**src/rtl/snes_ctrl_reader.sv**
```systemverilog
// snes_ctrl_reader
//
// Polls one SNES-style serial game controller and presents its buttons as a
// parallel word. One `tick` pulse equals one protocol half-period. A poll is
// started by a one-cycle `start` pulse while idle. ctrl_latch is held high for
// LATCH_TICKS ticks, then NUM_BITS bits are sampled on ctrl_clk-high phases,
// separated by NUM_BITS-1 one-tick-wide ctrl_clk low pulses. A completed poll
// loads `buttons` and raises `buttons_valid` for exactly one cycle.
//
// Ports:
//   clock          system clock
//   reset          asynchronous, active-high reset
//   tick           pacing pulse, each high cycle counts as one tick
//   start          poll request pulse, dropped unless idle
//   ctrl_data      serial data from the controller, active-low (0 = pressed)
//   ctrl_latch     latch strobe to the controller
//   ctrl_clk       serial clock to the controller, idles high
//   buttons        last completed poll, 1 = pressed, bit i = i-th bit shifted in
//   buttons_valid  one-cycle strobe on the cycle `buttons` updates
//   busy           high whenever a poll is in progress
//
// Build option:
//   SNES_CTRL_SYNC_EN  when defined, ctrl_data passes through a two-flop
//                      synchroniser (reset to 1) before sampling. When
//                      undefined, ctrl_data is sampled directly.

module snes_ctrl_reader #(
    parameter int unsigned NUM_BITS    = 16,
    parameter int unsigned LATCH_TICKS = 2
) (
    input  logic                clock,
    input  logic                reset,
    input  logic                tick,
    input  logic                start,
    input  logic                ctrl_data,
    output logic                ctrl_latch,
    output logic                ctrl_clk,
    output logic [NUM_BITS-1:0] buttons,
    output logic                buttons_valid,
    output logic                busy
);

    localparam int unsigned TickW = $clog2(LATCH_TICKS + 1);
    localparam int unsigned IdxW  = $clog2(NUM_BITS);

    typedef enum logic [2:0] {
        StIdle,
        StLatch,
        StBitHi,
        StBitLo,
        StDone
    } state_e;

    state_e              state_q, state_d;
    logic [TickW-1:0]    tick_cnt_q, tick_cnt_d;
    logic [IdxW-1:0]     bit_idx_q, bit_idx_d;
    logic [NUM_BITS-1:0] shift_q, shift_d;
    logic [NUM_BITS-1:0] buttons_q, buttons_d;
    logic                valid_q, valid_d;
    logic                latch_q;
    logic                clk_q;
    logic                busy_q;
    logic                data_in;

`ifdef SNES_CTRL_SYNC_EN
    // Reset to 1 so an idle (unpressed) line is seen while the chain fills.
    logic [1:0] sync_q;

    always_ff @(posedge clock or posedge reset) begin
        if (reset) begin
            sync_q <= 2'b11;
        end else begin
            sync_q <= {sync_q[0], ctrl_data};
        end
    end

    assign data_in = sync_q[1];
`else
    assign data_in = ctrl_data;
`endif

    // Ticks are only acted on while the state register already holds a state,
    // so a tick in the cycle that decides a transition is never counted twice.
    always_comb begin
        state_d    = state_q;
        tick_cnt_d = tick_cnt_q;
        bit_idx_d  = bit_idx_q;
        shift_d    = shift_q;
        buttons_d  = buttons_q;
        valid_d    = 1'b0;

        unique case (state_q)
            StIdle: begin
                if (start) begin
                    state_d    = StLatch;
                    tick_cnt_d = '0;
                    bit_idx_d  = '0;
                end
            end
            StLatch: begin
                if (tick) begin
                    tick_cnt_d = tick_cnt_q + 1'b1;
                    if (tick_cnt_d == TickW'(LATCH_TICKS)) begin
                        state_d = StBitHi;
                    end
                end
            end
            StBitHi: begin
                if (tick) begin
                    shift_d[bit_idx_q] = ~data_in;
                    if (bit_idx_q == IdxW'(NUM_BITS - 1)) begin
                        // buttons and the strobe are registered on entry to
                        // StDone so both are visible during that cycle.
                        state_d   = StDone;
                        buttons_d = shift_d;
                        valid_d   = 1'b1;
                    end else begin
                        state_d = StBitLo;
                    end
                end
            end
            StBitLo: begin
                if (tick) begin
                    state_d   = StBitHi;
                    bit_idx_d = bit_idx_q + 1'b1;
                end
            end
            StDone: begin
                state_d = StIdle;
            end
            default: begin
                state_d = StIdle;
            end
        endcase
    end

    always_ff @(posedge clock or posedge reset) begin
        if (reset) begin
            state_q    <= StIdle;
            tick_cnt_q <= '0;
            bit_idx_q  <= '0;
            shift_q    <= '0;
            buttons_q  <= '0;
            valid_q    <= 1'b0;
            latch_q    <= 1'b0;
            clk_q      <= 1'b1;
            busy_q     <= 1'b0;
        end else begin
            state_q    <= state_d;
            tick_cnt_q <= tick_cnt_d;
            bit_idx_q  <= bit_idx_d;
            shift_q    <= shift_d;
            buttons_q  <= buttons_d;
            valid_q    <= valid_d;
            // Pin outputs are decoded from the next state so they change
            // together with the state register.
            latch_q    <= (state_d == StLatch);
            clk_q      <= (state_d != StBitLo);
            busy_q     <= (state_d != StIdle);
        end
    end

    assign ctrl_latch    = latch_q;
    assign ctrl_clk      = clk_q;
    assign buttons       = buttons_q;
    assign buttons_valid = valid_q;
    assign busy          = busy_q;

endmodule

```
**config.mk**
```make
export PLATFORM = sky130hd
export DESIGN_NAME = snes_ctrl_reader
export DESIGN_NICKNAME = d
export VERILOG_FILES = /design/src/rtl/snes_ctrl_reader.sv
export SDC_FILE = /design/constraint.sdc
export NUM_CORES = 1
export LEC_CHECK = 0
export BUFFER_PORTS_ARGS = -buffer_cell sky130_fd_sc_hd__buf_4
export CAP_MARGIN = 20
export CORE_ASPECT_RATIO = 0.8
export CORE_UTILIZATION = 55
export CTS_CLUSTER_DIAMETER = 120
export DETAILED_ROUTE_END_ITERATION = 10
export GPL_ROUTABILITY_DRIVEN = 0
export PLACE_DENSITY = 0.75
export SETUP_SLACK_MARGIN = 0.2
export SLEW_MARGIN = 20
export SYNTH_ARGS = -nofsm -noshare
export SYNTH_HDL_FRONTEND = slang
export SYNTH_SLANG_ARGS = --single-unit
```
**constraint.sdc**
```tcl
create_clock -name clock -period 3.15 [get_ports clock]
set_input_delay 0.7875 -clock clock [delete_from_list [all_inputs] [get_ports clock]]
set_output_delay 0.7875 -clock clock [all_outputs]
set_load 0.05 [all_outputs]
```
; ---- Yosys cells after proc, flatten, opt, wreduce, memory -nomap -nowiden
; Cells that the tools add are included.
[word_totals]
register_bits = 45
in_bits = 5
[classes]
add_sub_neg = 2
order_cmp = 2
eq_ne = 10
n_mux = 19
bitwise_logic = 1
reduce_logical = 9
[ops]
columns = operator, n
row1 = $mux 3, 6
row2 = $bwmux 16, 1
row3 = $pmux 3 s4, 1
row4 = $reduce_and 3->1, 3
row5 = $mux 4, 2
row6 = $pmux 4 s2, 1
row7 = $eq 3x1->1 const B, 2
row8 = $eq 3x2->1 const B, 2
row9 = $ne 2x2->1 const B, 3
row10 = $lt 4x5->1 const B, 1
row11 = $add 4x1->4 const B, 1
row12 = $demux 1 s4, 1
row13 = $eq 4x4->1 const B, 1
row14 = $ge 4x1->1 const B, 1
row15 = $mux 1, 4
row16 = $mux 2, 2
row17 = $pmux 2 s2, 1
row18 = $reduce_bool 2->1, 2
row19 = $logic_not 3->1, 1
row20 = $ne 3x2->1 const B, 1
row21 = $reduce_bool 3->1, 1
row22 = $add 2x1->2 const B, 1
row23 = $eq 2x2->1 const B, 1
row24 = $reduce_and 2->1, 1
row25 = other kinds (2), 2

; ---- Depth between registers and ports, before layout
[depth]
depth_word = 6
ltp_mapped = 6
depth_no_buf = 5

; ---- Least setup slack after synthesis
; OpenSTA, ideal clock, no wires.
[synth_timing]
path_type = input to register
start = input ctrl_data
end = register shift_q[10]
setup_ps = 137
t_arrival_ps = 1684
t_required_ps = 3013
path_slack_ps = 1329
path_stages = 4
cell_sequence = clkbuf_1 buf_1 clkbuf_1 mux2i_1
[synth_between]
elab_chain_len = 2
[synth_lines]
columns = item, line_no
row1 = "start, declared", 35  ; input logic ctrl_data,
row2 = $not 1->1, 110  ; shift_d[bit_idx_q] = ~data_in;
row3 = $bwmux 16, 110
row4 = "end signal, assigned", 152  ; shift_q <= shift_d;
row5 = "end, declared", 57  ; logic [NUM_BITS-1:0] shift_q, shift_d;
; No other way between the ends.
; A chain may end at the register's enable or synchronous reset.

; ---- Worst setup path after layout
[layout_timing]
start = register bit_idx_q[3]
end = register buttons_q[0] (netlist: buttons[0])
[layout_between]
elab_chain_len = 5
word_cells_on_any_way = 8
cone_classes = 2 x order compare / 1 x eq/ne / 3 x mux / 2 x reduce/logical
[layout_lines]
columns = item, line_no
row1 = "start, declared", 56  ; logic [IdxW-1:0] bit_idx_q, bit_idx_d;
row2 = "start signal, assigned", 151  ; bit_idx_q <= bit_idx_d;
row3 = $lt 4x5->1 (not written as such) / $ge 4x1->1 (equally long branches), 110
row4 = $logic_and 1x1->1 (not written as such), 110
row5 = $mux 1 (not written as such), 110
row6 = $demux 1 s4, 110
row7 = $bwmux 16, 110
row8 = "end signal, assigned", 153  ; buttons_q <= buttons_d;
row9 = "end, declared", 58  ; logic [NUM_BITS-1:0] buttons_q, buttons_d;
; Several ways; a longest one is shown, not always the timed one.

==> results.md <==
- Status: completed
- DR vias/cell: about 5.6
- # setup viols final: 0
- Yosys synthesis warning count: 0
- Setup Crit Path Kind: reg2reg
- Leakage Power: ~0.0013 µW
- Max cap viols: 0
- Area leader, netlist: dfrtp_1
- Synth top area cells: dfrtp_1 (48%), mux2i_1 (12%), mux2_2 (7.6%), inv_1 (3.7%), nand3_1 (3.1%)
- Least-Margin Pin Slew: 742 ps
- CTS root buf: clkbuf_8
- Port Buffers: 24
- Post-synth EDFFs: 0
- Most frequent cell after synthesis: dfrtp_1
- Worst vdd ir: 0.000575 V
- RSZ-0062 raised after global routing: false
- Net Count, Synth: ~220
- Post-CTS sizing: 0
- Startpoint Class: register
- CP arrival: approximately 2500 ps
- Final HPWL DP: around 2.7 mm
- CTS Buffer Depth: 2
- Initial Util: 0.579
- Share of cells above drive strength 1: 0.234
- Grt ovf: 0
- Kind of end point of the critical path: register
- Gr usage total: 0.218
- Antenna-violating nets left: 0
- FMAX: about 430 MHz
- Clk Latency, worst-skew pair: 290 ps
- Initial antenna violation count: 0
- # Post-CTS Setup Buffers: 0
- Pins Over Slew Limit: 0
- Final TNS setup: 0 ps
- Die Area: 4320 µm²
- WL final: 4.12 mm
- Post-synth cell types: 37
- Nets: ~230
- Final Critical Period: about 2300 ps
- Worst endpoint required time: 3330 ps
- Fin crit share: 0.741
- TritonRoute pass-1 iters: 4
- WL/cell: between 10 and 15 µm
- Cells after synthesis: between 200 and 250
- Hold path cells: 1
- H-tree levels: 2
- Final Instance Count excl. Fillers: ~280
- R2R depth: 3
- Core Region: between 3000 and 4000 µm²
- FFs w/ async S/R, synth: 1.00
- Area grow syn2layout: 13.0%
- Post-DP Area: 2410 µm²
- Yosys top cell area share: 0.482
- Die Width: around 73 µm
- Pwr Density: 835 nW/µm²
- Seq/Total Area, Yosys: 0.494
- Placed cells: approximately 270
- Routed vias: approximately 1500
- FF+latch count, synth: 44
- CTS Buf Count: 5
- Clock skew: roughly 9.5 ps
- Synth cell count leaders: dfrtp_1 (43), mux2i_1 (26), inv_1 (22)
- Syn Area/Cell: ~11 µm²
- Worst hold path class: reg2reg
- Area of the mapped netlist: 2230 µm²
- Vias in the first global route: between 1500 and 2000
- Residual DRC: 0
- DRT iter0 DRCs: slightly above 90
- Final hold vios: 0
- Num ports: 25
- Pin count of the biggest net entering global routing: 45
- Post-route cell area: around 2500 µm²
- CTS clock-pin slew for the worst setup and hold paths: ~80 ps
- Maximum net fanout on the critical path: 24
- Die Ht: between 50 and 60 µm
- # diodes: 0
- CTS tree: done
- First-pass GRT wire length: between 6 and 7 mm
- Clock tree sinks: 44
- Main synth FF type: dfrtp_1
- Layout fillers: 311
- # hold bufs at CTS: 0
- Slew margin rel.: 0.506
- Total Power: about 2100 µW
- Row cnt: 20
[layout by cell type, fill, tap and decap left out, types with 2 or more instances in the layout]
cell type and instances:
dfrtp_1 43, buf_4 27, mux2i_1 26, inv_1 22, mux2_2 15, nand3_1 14, o21ai_0 8, nand3b_1 7
nor2_1 5, ha_1 5, clkbuf_8 5, nand4_1 4, nor3b_1 3, or3_1 3, a21oi_1 3, nand4b_1 2
and2_1 2, a22o_1 2, nand2_1 2, a31oi_1 2, a22oi_1 2, o22ai_1 2, nand2b_1 2, nor3_1 2
nor2b_1 2
[logic make-up (layout without fill, tap and decap cells)]
family / count (synthesis) / count (layout) / share of synthesized area
buffers and inverters: 40 / 57 / 0.0768
AOI/OAI and AO/OA: 21 / 21 / 0.0572
and+or+nand+nor: 54 / 54 / 0.152
muxes: 41 / 41 / 0.192
DFF: 44 / 44 / 0.494
adders and majority gates: 5 / 5 / 0.0280
[flip-flops by register name, summed over array words and instances (netlist names)]
name	count
bit_idx_q	4
ctrl_clk	1
state_q	3
buttons	16
shift_q	15
busy	1
tick_cnt_q	2
buttons_valid	1
ctrl_latch	1
[report_power, final]
group | internal (µW) | leakage [µW] | total, µW | switching (µW)
Combinational | 311 | 0.000754 | 831 | 520
Clock | 235 | 0.0000552 | 416 | 180
Sequential | 727 | 0.000520 | 861 | 134
[worst max-delay path, stage by stage, from the launching register on]
cell and delay, ps:
dfrtp_1 790, and3_1 360, and2_1 640, mux2_2 420
[stage by stage]
step | setup slack [ps] | utilization | hold slack, ps
floorplan | 1330 | - | 466
global route | 670 | 0.655 | 526
CTS | 812 | 0.655 | 514
global placement | 867 | 0.627 | 483
detailed placement | 814 | 0.627 | 493
finish | 817 | 0.655 | 504
[path summary, 6_finish.rpt]
path | start | end | slack (ps)
setup / recovery | bit_idx_q[3] | buttons[0] | 820
hold / removal | tick_cnt_q[1] | tick_cnt_q[1] | 500
max in group asynchronous | reset | ctrl_clk | 2140
setup reg to reg | bit_idx_q[3] | buttons[0] | 820
hold reg to reg | tick_cnt_q[1] | tick_cnt_q[1] | 500
min in group asynchronous | reset | buttons[15] | 630
[per-layer routing]
layer	share of wire	routed length, µm	up-vias	track usage
met5	0	0	-	0
met4	0.012	51	0	0.0868
met3	0.041	168	7	0.0442
met2	0.48	1970	35	0.360
met1	0.47	1930	767	0.286
li1	-	-	736	-
[area by class of cell]
type	instances	area, µm²	area share
clock buffers	6	72.6	0.0288
clock inverters	2	35.0	0.0139
inverters	22	82.6	0.0327
multi-input cells	121	958	0.380
flip-flops and latches	44	1100	0.437
well taps	55	68.8	0.0273
repair buffers	27	203	0.0804
No activity file was read; power rests on OpenSTA's default activity.
